<file path="src/rtl/seg7_pkg.sv">
// Shared types and constants for the 3-digit multiplexed 7-segment display.
// Segment patterns are active-high, written as seg[6:0] = {g,f,e,d,c,b,a}.
package seg7_pkg;

  typedef enum logic [1:0] {IDLE, LOAD, CONV, DONE} conv_state_t;

  localparam int NDIG = 3;

  localparam logic [6:0] SEG_0     = 7'b0111111;
  localparam logic [6:0] SEG_1     = 7'b0000110;
  localparam logic [6:0] SEG_2     = 7'b1011011;
  localparam logic [6:0] SEG_3     = 7'b1001111;
  localparam logic [6:0] SEG_4     = 7'b1100110;
  localparam logic [6:0] SEG_5     = 7'b1101101;
  localparam logic [6:0] SEG_6     = 7'b1111101;
  localparam logic [6:0] SEG_7     = 7'b0000111;
  localparam logic [6:0] SEG_8     = 7'b1111111;
  localparam logic [6:0] SEG_9     = 7'b1101111;
  localparam logic [6:0] SEG_BLANK = 7'b0000000;

  // Nibbles 10..15 are not valid BCD and show as blank.
  function automatic logic [6:0] seg_encode(input logic [3:0] digit);
    logic [6:0] pattern;
    case (digit)
      4'd0:    pattern = SEG_0;
      4'd1:    pattern = SEG_1;
      4'd2:    pattern = SEG_2;
      4'd3:    pattern = SEG_3;
      4'd4:    pattern = SEG_4;
      4'd5:    pattern = SEG_5;
      4'd6:    pattern = SEG_6;
      4'd7:    pattern = SEG_7;
      4'd8:    pattern = SEG_8;
      4'd9:    pattern = SEG_9;
      default: pattern = SEG_BLANK;
    endcase
    return pattern;
  endfunction

endpackage

</file>
<file path="src/rtl/seg7_scan_display_bin2bcd.sv">
// Sequential double-dabble converter: 8-bit binary to 3 BCD digits in
// 10 cycles (LOAD, 8 x CONV, DONE). bcd holds the last completed result.
module bin2bcd_seq
  import seg7_pkg::*;
(
  input  logic        clk,
  input  logic        reset,
  input  logic        start,
  input  logic [7:0]  bin,
  output logic        busy,
  output logic        done,
  output logic [11:0] bcd,
  output conv_state_t state
);

  logic [19:0] shreg;
  logic [19:0] adj;
  logic [2:0]  cnt;

  always_comb begin
    adj = shreg;
    for (int i = 0; i < NDIG; i++) begin
      if (shreg[8 + 4*i +: 4] >= 4'd5)
        adj[8 + 4*i +: 4] = shreg[8 + 4*i +: 4] + 4'd3;
    end
  end

  // done is high during the DONE cycle so the caller can mark the result valid
  // on the same edge that publishes bcd.
  always_ff @(posedge clk) begin
    if (reset) begin
      state <= IDLE;
      shreg <= '0;
      cnt   <= '0;
      busy  <= 1'b0;
      done  <= 1'b0;
      bcd   <= '0;
    end else begin
      case (state)
        IDLE: begin
          if (start) begin
            state <= LOAD;
            busy  <= 1'b1;
          end
        end
        LOAD: begin
          shreg <= {12'b0, bin};
          cnt   <= '0;
          state <= CONV;
        end
        CONV: begin
          shreg <= adj << 1;
          cnt   <= cnt + 3'd1;
          if (cnt == 3'd7) begin
            state <= DONE;
            done  <= 1'b1;
          end
        end
        DONE: begin
          bcd   <= shreg[19:8];
          done  <= 1'b0;
          busy  <= 1'b0;
          state <= IDLE;
        end
        default: state <= IDLE;
      endcase
    end
  end

endmodule

</file>
<file path="src/rtl/seg7_scan_display.sv">
// Shows an 8-bit count in decimal on a 3-digit multiplexed 7-segment display:
// change detector, BCD conversion, digit scanner and registered pin drivers.
module seg7_scan_display
  import seg7_pkg::*;
#(
  parameter int unsigned CLK_HZ     = 50_000_000,
  parameter int unsigned REFRESH_HZ = 1000,
  parameter bit          ACTIVE_LOW = 1'b1,
  parameter bit          BLANK_LZ   = 1'b1
) (
  input  logic       clk,
  input  logic       reset,
  input  logic [7:0] value,
  output logic [2:0] an,
  output logic [6:0] seg,
  output logic       dp,
  output logic       busy
);

  // SCAN_DIV must be at least 2 so the prescaler has a real counter.
  localparam int unsigned SCAN_DIV = CLK_HZ / REFRESH_HZ;
  localparam int unsigned PW       = $clog2(SCAN_DIV);

  logic [2:0] an_off;
  logic [6:0] seg_off;
  assign an_off  = ACTIVE_LOW ? 3'b111 : 3'b000;
  assign seg_off = ACTIVE_LOW ? 7'b1111111 : 7'b0000000;
  assign dp      = ACTIVE_LOW ? 1'b1 : 1'b0;

  logic        valid;
  logic [7:0]  last_value;
  logic        start;
  logic        done;
  logic [11:0] bcd;
  conv_state_t conv_state;

  // A conversion is requested after reset (valid clear) or whenever the input
  // differs from the value captured by the previous LOAD.
  assign start = (conv_state == IDLE) && (!valid || (value != last_value));

  bin2bcd_seq u_conv (
    .clk   (clk),
    .reset (reset),
    .start (start),
    .bin   (value),
    .busy  (busy),
    .done  (done),
    .bcd   (bcd),
    .state (conv_state)
  );

  always_ff @(posedge clk) begin
    if (reset) begin
      valid      <= 1'b0;
      last_value <= '0;
    end else begin
      if (conv_state == LOAD) last_value <= value;
      if (done) valid <= 1'b1;
    end
  end

  logic [PW-1:0] presc;
  logic [1:0]    idx;

  always_ff @(posedge clk) begin
    if (reset) begin
      presc <= '0;
      idx   <= 2'd0;
    end else if (presc == PW'(SCAN_DIV - 1)) begin
      presc <= '0;
      idx   <= (idx == 2'd2) ? 2'd0 : idx + 2'd1;
    end else begin
      presc <= presc + 1'b1;
    end
  end

  logic [3:0] nib;
  logic       blank;
  logic [2:0] an_on;
  logic [6:0] seg_on;

  always_comb begin
    case (idx)
      2'd0:    nib = bcd[3:0];
      2'd1:    nib = bcd[7:4];
      default: nib = bcd[11:8];
    endcase
    blank  = BLANK_LZ && (((idx == 2'd2) && (bcd[11:8] == 4'd0)) ||
                          ((idx == 2'd1) && (bcd[11:8] == 4'd0) && (bcd[7:4] == 4'd0)));
    an_on  = blank ? 3'b000 : (3'b001 << idx);
    seg_on = blank ? SEG_BLANK : seg_encode(nib);
  end

  always_ff @(posedge clk) begin
    if (reset) begin
      an  <= an_off;
      seg <= seg_off;
    end else begin
      an  <= ACTIVE_LOW ? ~an_on : an_on;
      seg <= ACTIVE_LOW ? ~seg_on : seg_on;
    end
  end

endmodule
</file>
<file path="config.mk">
export PLATFORM = sky130hd
export DESIGN_NAME = seg7_scan_display
export DESIGN_NICKNAME = d
export VERILOG_FILES = /design/src/rtl/seg7_pkg.sv /design/src/rtl/seg7_scan_display_bin2bcd.sv /design/src/rtl/seg7_scan_display.sv
export SDC_FILE = /design/constraint.sdc
export NUM_CORES = 1
export LEC_CHECK = 0
export BUFFER_PORTS_ARGS = -buffer_cell sky130_fd_sc_hd__buf_4
export CAP_MARGIN = 20
export CORE_MARGIN = 2
export CORE_UTILIZATION = 60
export DETAILED_ROUTE_END_ITERATION = 12
export PLACE_DENSITY_LB_ADDON = 0.1
export SLEW_MARGIN = 20
export SYNTH_ARGS = -nofsm -noshare
export SYNTH_HDL_FRONTEND = slang
export SYNTH_SLANG_ARGS = --single-unit
</file>
<file path="constraint.sdc">
create_clock -name clk -period 3.6 [get_ports clk]
set_input_delay 0 -clock clk [delete_from_list [all_inputs] [get_ports clk]]
set_output_delay 0 -clock clk [all_outputs]
set_load 0.005 [all_outputs]
</file>
* After elaboration in Yosys (flattened, before gate mapping)
Memory sizes are Yosys's and may differ from the RTL's.
Cells that the tools add are included.
** Word-level totals
- Bits in registers :: 76
- Memory bits (read-only) :: 112
- Bits of input ports :: 10
- Output and inout port bits :: 12
- Logic and storage cells :: 69
- Memories kept :: 1
** Memory list
- (name not given) :: depth 16, bits a word 7, rd ports 1, clocked after memory_dff 0, wr ports 0, line seg7_pkg.sv:24 : case (digit)
** Operators by class
- Add/subtract/negate cells :: 6
- $lt $le $gt $ge :: 3
- Eq/ne operators :: 10
- Shift operators :: 1
- Mux-type cells :: 16
- Bitwise gates (word level) :: 2
- Reduce and logical (&&, ||, !) cells :: 18
** Operator list (number)
- 20-bit one-hot mux with 2 select lines :: 1
- 16-bit by 1-bit adder with 16-bit output (second input constant) :: 1
- 16-bit equality test (second input constant) :: 1
- 4-bit by 3-bit >= comparator with 1-bit output (second input constant) :: 3
- 4-bit by 2-bit adder with 4-bit output (second input constant) :: 2
- 4-bit logical NOT :: 2
- 4-bit 2-to-1 mux :: 2
- 8-bit != test :: 1
- 2-bit one-hot mux with 4 select lines :: 1
- 4-bit one-hot mux with 2 select lines :: 1
- 7-bit 2-to-1 mux :: 1
- 7-bit inverter :: 1
- 2-bit equality test (second input constant) :: 3
- 2-bit 2-to-1 mux :: 3
- 3-bit 2-to-1 mux :: 2
- 3-bit one-hot mux with 2 select lines :: 1
- 2-bit AND reduction :: 3
- 2-bit nonzero test :: 3
- 2-bit by 1-bit equality test with 1-bit output (second input constant) :: 2
- 1-bit logical AND :: 4
- 2-bit logical NOT :: 2
- 1-bit one-hot mux with 2 select lines :: 2
- 3-bit by 1-bit adder with 3-bit output (second input constant) :: 1
- 3-bit by 2-bit adder with 3-bit output (second input constant) :: 1
- 10 further kinds :: 12

* Longest topological paths before layout
- Depth in word-level cells :: 6
- Gate-level depth with buffers :: 8
- Gate-level depth less buffers :: 7

* Modules after synthesis
Synthesis repeated with hierarchy kept, for this count alone.
** Second synthesis, totals
- Cells, all modules :: 382
- Area total of the unflattened synthesis :: 3607.2 µm²
** By module, submodules not included
- bin2bcd_seq :: instances 1, cells an instance 186, area each 1804.2 µm², seq. area each 780.7 µm²
- seg7_scan_display :: instances 1, cells an instance 196, area each 1803.0 µm², seq. area each 740.7 µm²

* Least setup slack after synthesis
No wires, ideal clock.
- Path type :: register to register
- From :: register idx[0]
- To :: register seg[0]
- Setup time :: 128 ps
- Data arrival time :: 1705 ps
- Required time :: 3472 ps
- Setup slack :: 1767 ps
- Stages on the path, launching flop included :: 9
- Buffers on the path :: 1
- Clock period less this slack :: 1833 ps
- Path through :: dfxtp_1 > buf_6 > mux2_2 > mux2i_2 > inv_1 > ha_1 > mux2_4 > nor2_2 > o21ai_1
** On the way
- Word-level cells in the longest chain between the ends :: 6
- Elaborated cells between the ends (all ways) :: 11
- Classes of those cells :: 2 x eq/ne; 2 x mux; 1 x bitwise; 5 x reduce/logical; 1 x memory
** Ends and longest elaborated chain
- start: declaration :: line seg7_scan_display.sv:63 : logic [1:0] idx;
- start signal: assignment :: line seg7_scan_display.sv:71 : idx <= (idx == 2'd2) ? 2'd0 : idx + 2'd1;
- branches (longest 4 deep; another with memory read 16 x 7 bit)
- 7-bit 2-to-1 mux * :: line seg7_scan_display.sv:91 : seg_on = blank ? SEG_BLANK : seg_encode(nib);
- 7-bit inverter * :: line seg7_scan_display.sv:100 : seg <= ACTIVE_LOW ? ~seg_on : seg_on;
- end signal: assignment :: line seg7_scan_display.sv:97 : seg <= seg_off;
- end signal: assignment :: line seg7_scan_display.sv:100
- end: declaration :: line seg7_scan_display.sv:15 : output logic [6:0] seg,
Mark *: on every way between the ends.
A chain may end at the register's enable or synchronous reset.

* Final worst setup path
- From :: register u_conv.state[0]
- To :: register u_conv.shreg[11]
** On the way
- Word-level cells in the longest chain between the ends :: 2
- Elaborated cells between the ends (all ways) :: 4
- Classes of those cells :: 2 x eq/ne; 1 x mux; 1 x reduce/logical
** Ends and longest elaborated chain
- start: declaration :: line seg7_scan_display_bin2bcd.sv:13 : output conv_state_t state
- start signal: assignment :: line seg7_scan_display_bin2bcd.sv:32 : state <= IDLE;
- start signal: assignment :: line seg7_scan_display_bin2bcd.sv:42 : state <= LOAD;
- start signal: assignment :: line seg7_scan_display_bin2bcd.sv:49 : state <= CONV;
- 2-bit equality test or 2-bit by 1-bit equality test with 1-bit output (tied branches) :: line seg7_scan_display_bin2bcd.sv:39 : case (state)
- 20-bit one-hot mux with 2 select lines or 2-bit nonzero test (tied branches)
- end signal: assignment :: line seg7_scan_display_bin2bcd.sv:47 : shreg <= {12'b0, bin};
- end signal: assignment :: line seg7_scan_display_bin2bcd.sv:52 : shreg <= adj << 1;
- end: declaration :: line seg7_scan_display_bin2bcd.sv:16 : logic [19:0] shreg;
Several ways; a longest one is shown, not always the timed one.

==> summary.txt <==
Global routing
  – Largest net degree at the start of global routing: 55
  – First-pass GRT wire length: 11200 µm
  – Grt total ovfl: 0
  – Overall Global Routing Usage: 22.0%
  – Number of global-route vias before repair: 2521
  – Initial antenna violation count: 0

Finish
  – Share of post-route cells with drive strength above 1: 13.1%
  – Area grow syn2layout: 12.4%
  – Fillers: 492
  – Finished Core Util: 68.7%
  – Cell area after layout: 4000 µm²
  – Fin nets: 435
  – Antenna Cells: 0

STA
  – Setup Skew: 10.7 ps
  – Slew HR: 46.8%
  – RSZ-0062 raised after global routing: no
  – Final setup viols: 0
  – Minimum clock period after layout: 2040 ps
  – Setup_tns: 0 ps
  – Slew at the pin closest to its max-slew limit: 799 ps
  – Achievable frequency: 489 MHz
  – Ratio of final minimum period to clock period: 56.8%
  – Final Max Slew Viols: 0
  – Final hold vios: 0

Critical path
  – Critical path arrival: 2330 ps
  – Worst Setup Path Type: register to register
  – Critical path's slowest cell: nor2_1
  – Req. time, crit path: 3880 ps
  – CP endpoint kind: register
  – Slowest stage delay, CP: 470 ps
  – Crit-path max FO: 23
  – Worst-path cell chain: inv_1, ha_1, buf_4, inv_1, nor2_1, a32oi_1, nor2_1
  – Startpoint types: register

Drt
  – Total Routed Length: 6510 µm
  – DR vias: 2606
  – Antenna viol nets, final: 0
  – Drt first pass iters: 4
  – Vias per cell: 5.35
  – Initial DRC count: 76
  – WL/cell: 13.4 µm
  – DRC violations left: 0

Logic synthesis
  – Synth Warn #: 0
  – Post-synthesis sequential element count: 76
  – Async SR Flop Fraction: 0%
  – Post-synth top area share: 42.8%
  – Cells after Synth: 384
  – Biggest area consumer among synthesized cells: dfxtp_1
  – Top-count cell post-synth: dfxtp_1
  – Seq/Total Area, Yosys: 42.8%
  – Synth top cells by count: dfxtp_1 (76), nor2_1 (72), mux2i_1 (33), nand2_1 (20), ha_1 (18)
  – Synth area leaders: dfxtp_1 (43%), mux2i_1 (9.3%), nor2_1 (7.6%)
  – Syn_area_per_cell: 9.26 µm²
  – Mapped Nets: 412
  – Post-synth top flop: dfxtp_1
  – Mapped Area: 3560 µm²
  – Post-synth EDFFs: 0
  – Post-synth cell types: 49

CTS
  – Clk sinks: 76
  – CTS tree: done
  – Clk slew on worst S/H paths: 80 ps
  – CTS root buffer: clkbuf_8
  – Post-CTS sizing: 0
  – Setup repair bufs after CTS: 0
  – H-tree levels: 3
  – Total CTS buffers: 9
  – Max Root-Sink Buffers: 2
  – Later-pin clock latency in the skew report: 350 ps

Status
  – Status: finished clean

Job
  – Max_cap viols: 0

Floorplan
  – Horizontal die dimension: 81.0 µm
  – Die Y: 81.0 µm
  – Core area: 5820 µm²
  – I/O pins: 22
  – Initial Utilization: 61.1%
  – Die area: 6560 µm²
  – FP Rows: 28

Placement
  – Routability cong.: 0.825
  – Detailed placement HPWL: 4490 µm
  – PortBufs: 20
  – Post-DP Area: 3700 µm²

Power
  – Power density cells: 531 nW/µm²
  – Leak pwr: 1.58 nW
  – IR Drop Worst-Case VDD: 0.000401 V

Min path
  – Worst hold path type: input port to register
layout make-up:
| cell class | count | area (µm²) | area share [%] |
|---|---|---|---|
| clock inverter | 6 | 88.8 | 2.22 |
| inverter | 16 | 60.1 | 1.50 |
| timing repair buffer | 29 | 238 | 5.95 |
| tap | 75 | 93.8 | 2.35 |
| clock buffer | 10 | 128 | 3.19 |
| multi-input combinational | 275 | 1870 | 46.7 |
| sequential | 76 | 1520 | 38.1 |
repair_timing:
| action | 4_1_cts | 5_1_grt |
|---|---|---|
| endpoints found under the setup margin | 0 | 0 |
| hold buffers | 8 | 0 |
| endpoints found under the hold margin | 9 | 0 |
metal layers:
| layer | vias up | share of wire, % | wire, µm | global-route usage [%] |
|---|---|---|---|---|
| li1 | 1354 | - | - | - |
| met1 | 1211 | 49 | 3170 | 28.1 |
| met2 | 32 | 47 | 3070 | 36.4 |
| met3 | 9 | 3.2 | 206 | 6.00 |
| met4 | 0 | 1.0 | 66 | 6.10 |
| met5 | - | 0 | 0 | 0 |
stage by stage:
stage / setup slack, ps / hold slack, ps / cells / total power [mW]
global route: 1320 / 130 / 487 / 2.24
floorplan: 1770 / 148 / 384 / 1.33
CTS: 1550 / 106 / 487 / 2.14
finish: 1560 / 103 / 487 / 2.12
global placement: 1610 / 273 / 463 / 1.42
detailed placement: 1560 / 281 / 463 / 1.43
cell usage in the layout, fill, tap and decap left out, types with 2 or more instances in the layout:
cell and count:
and4_1 2, o22ai_1 3, and3_2 3, nand3_1 9, bufinv_16 2, xor2_1 16, a22oi_1 5, o21ai_0 2
mux2i_2 2, a211oi_1 8, clkinvlp_4 2, mux2_2 3, nor2_1 72, nand2_1 20, dlygate4sd3_1 8, nand4_1 2
mux2i_1 33, ha_1 18, a32oi_1 3, inv_1 15, o31ai_1 3, o21ai_1 4, clkbuf_8 9, nor2_2 2
dfxtp_1 76, nand2b_1 7, and3_1 3, or3_1 2, nor2b_1 3, nor3_1 6, xnor2_1 11, a21oi_1 16
a2bb2oi_1 2, o21ai_2 2, buf_4 21
critical path, delay by kind of cell, from the launching register on:
family	cells	cell delay [ps]
adder cells (fa/ha/maj)	1	280
buffers and inverters	3	560
AO/OA/AOI/OAI	1	180
flip-flops	1	390
AND/OR/NAND/NOR	2	570
sequential cells by signal (all words and copies together), names as in the netlist:
register,cells
u_conv.shreg,20
presc,16
u_conv.bcd,12
last_value,8
seg,7
an,3
u_conv.cnt,3
idx,2
u_conv.state,2
u_conv.busy,1
u_conv.done,1
valid,1
logic make-up (layout without fill, tap and decap cells):
kind of cell / count (synthesis) / count (layout) / share of synthesized area, %
AND/OR/NAND/NOR: 137 / 137 / 18.0
flip-flops: 76 / 76 / 42.8
AO/OA/AOI/OAI: 53 / 53 / 10.0
multiplexers: 39 / 39 / 11.4
buffers and inverters: 33 / 61 / 4.68
XOR/XNOR: 27 / 27 / 6.65
adder cells (fa/ha/maj): 18 / 18 / 6.33
other: 1 / 1 / 0.105
worst paths after layout:
| check | depth (start not counted) | startpoint | slack, ps | end |
|---|---|---|---|---|
| setup reg to reg | 7 | u_conv.state[0]$_SDFFE_PP0P_ | 1560 | u_conv.shreg[11]$_SDFFE_PP0P_ |
| hold / removal | 2 | reset | 100 | u_conv.bcd[5]$_SDFFE_PP0P_ |
| setup / recovery | 7 | u_conv.state[0]$_SDFFE_PP0P_ | 1560 | u_conv.shreg[11]$_SDFFE_PP0P_ |
| hold reg to reg | 1 | presc[0]$_SDFF_PP0_ | 470 | presc[0]$_SDFF_PP0_ |
power breakdown:
part | switching [mW] | internal [mW]
Clock | 0.314 | 0.390
Sequential | 0.0504 | 0.919
Combinational | 0.264 | 0.185
Total | 0.628 | 1.49
Power figures use the tool's default switching activity.
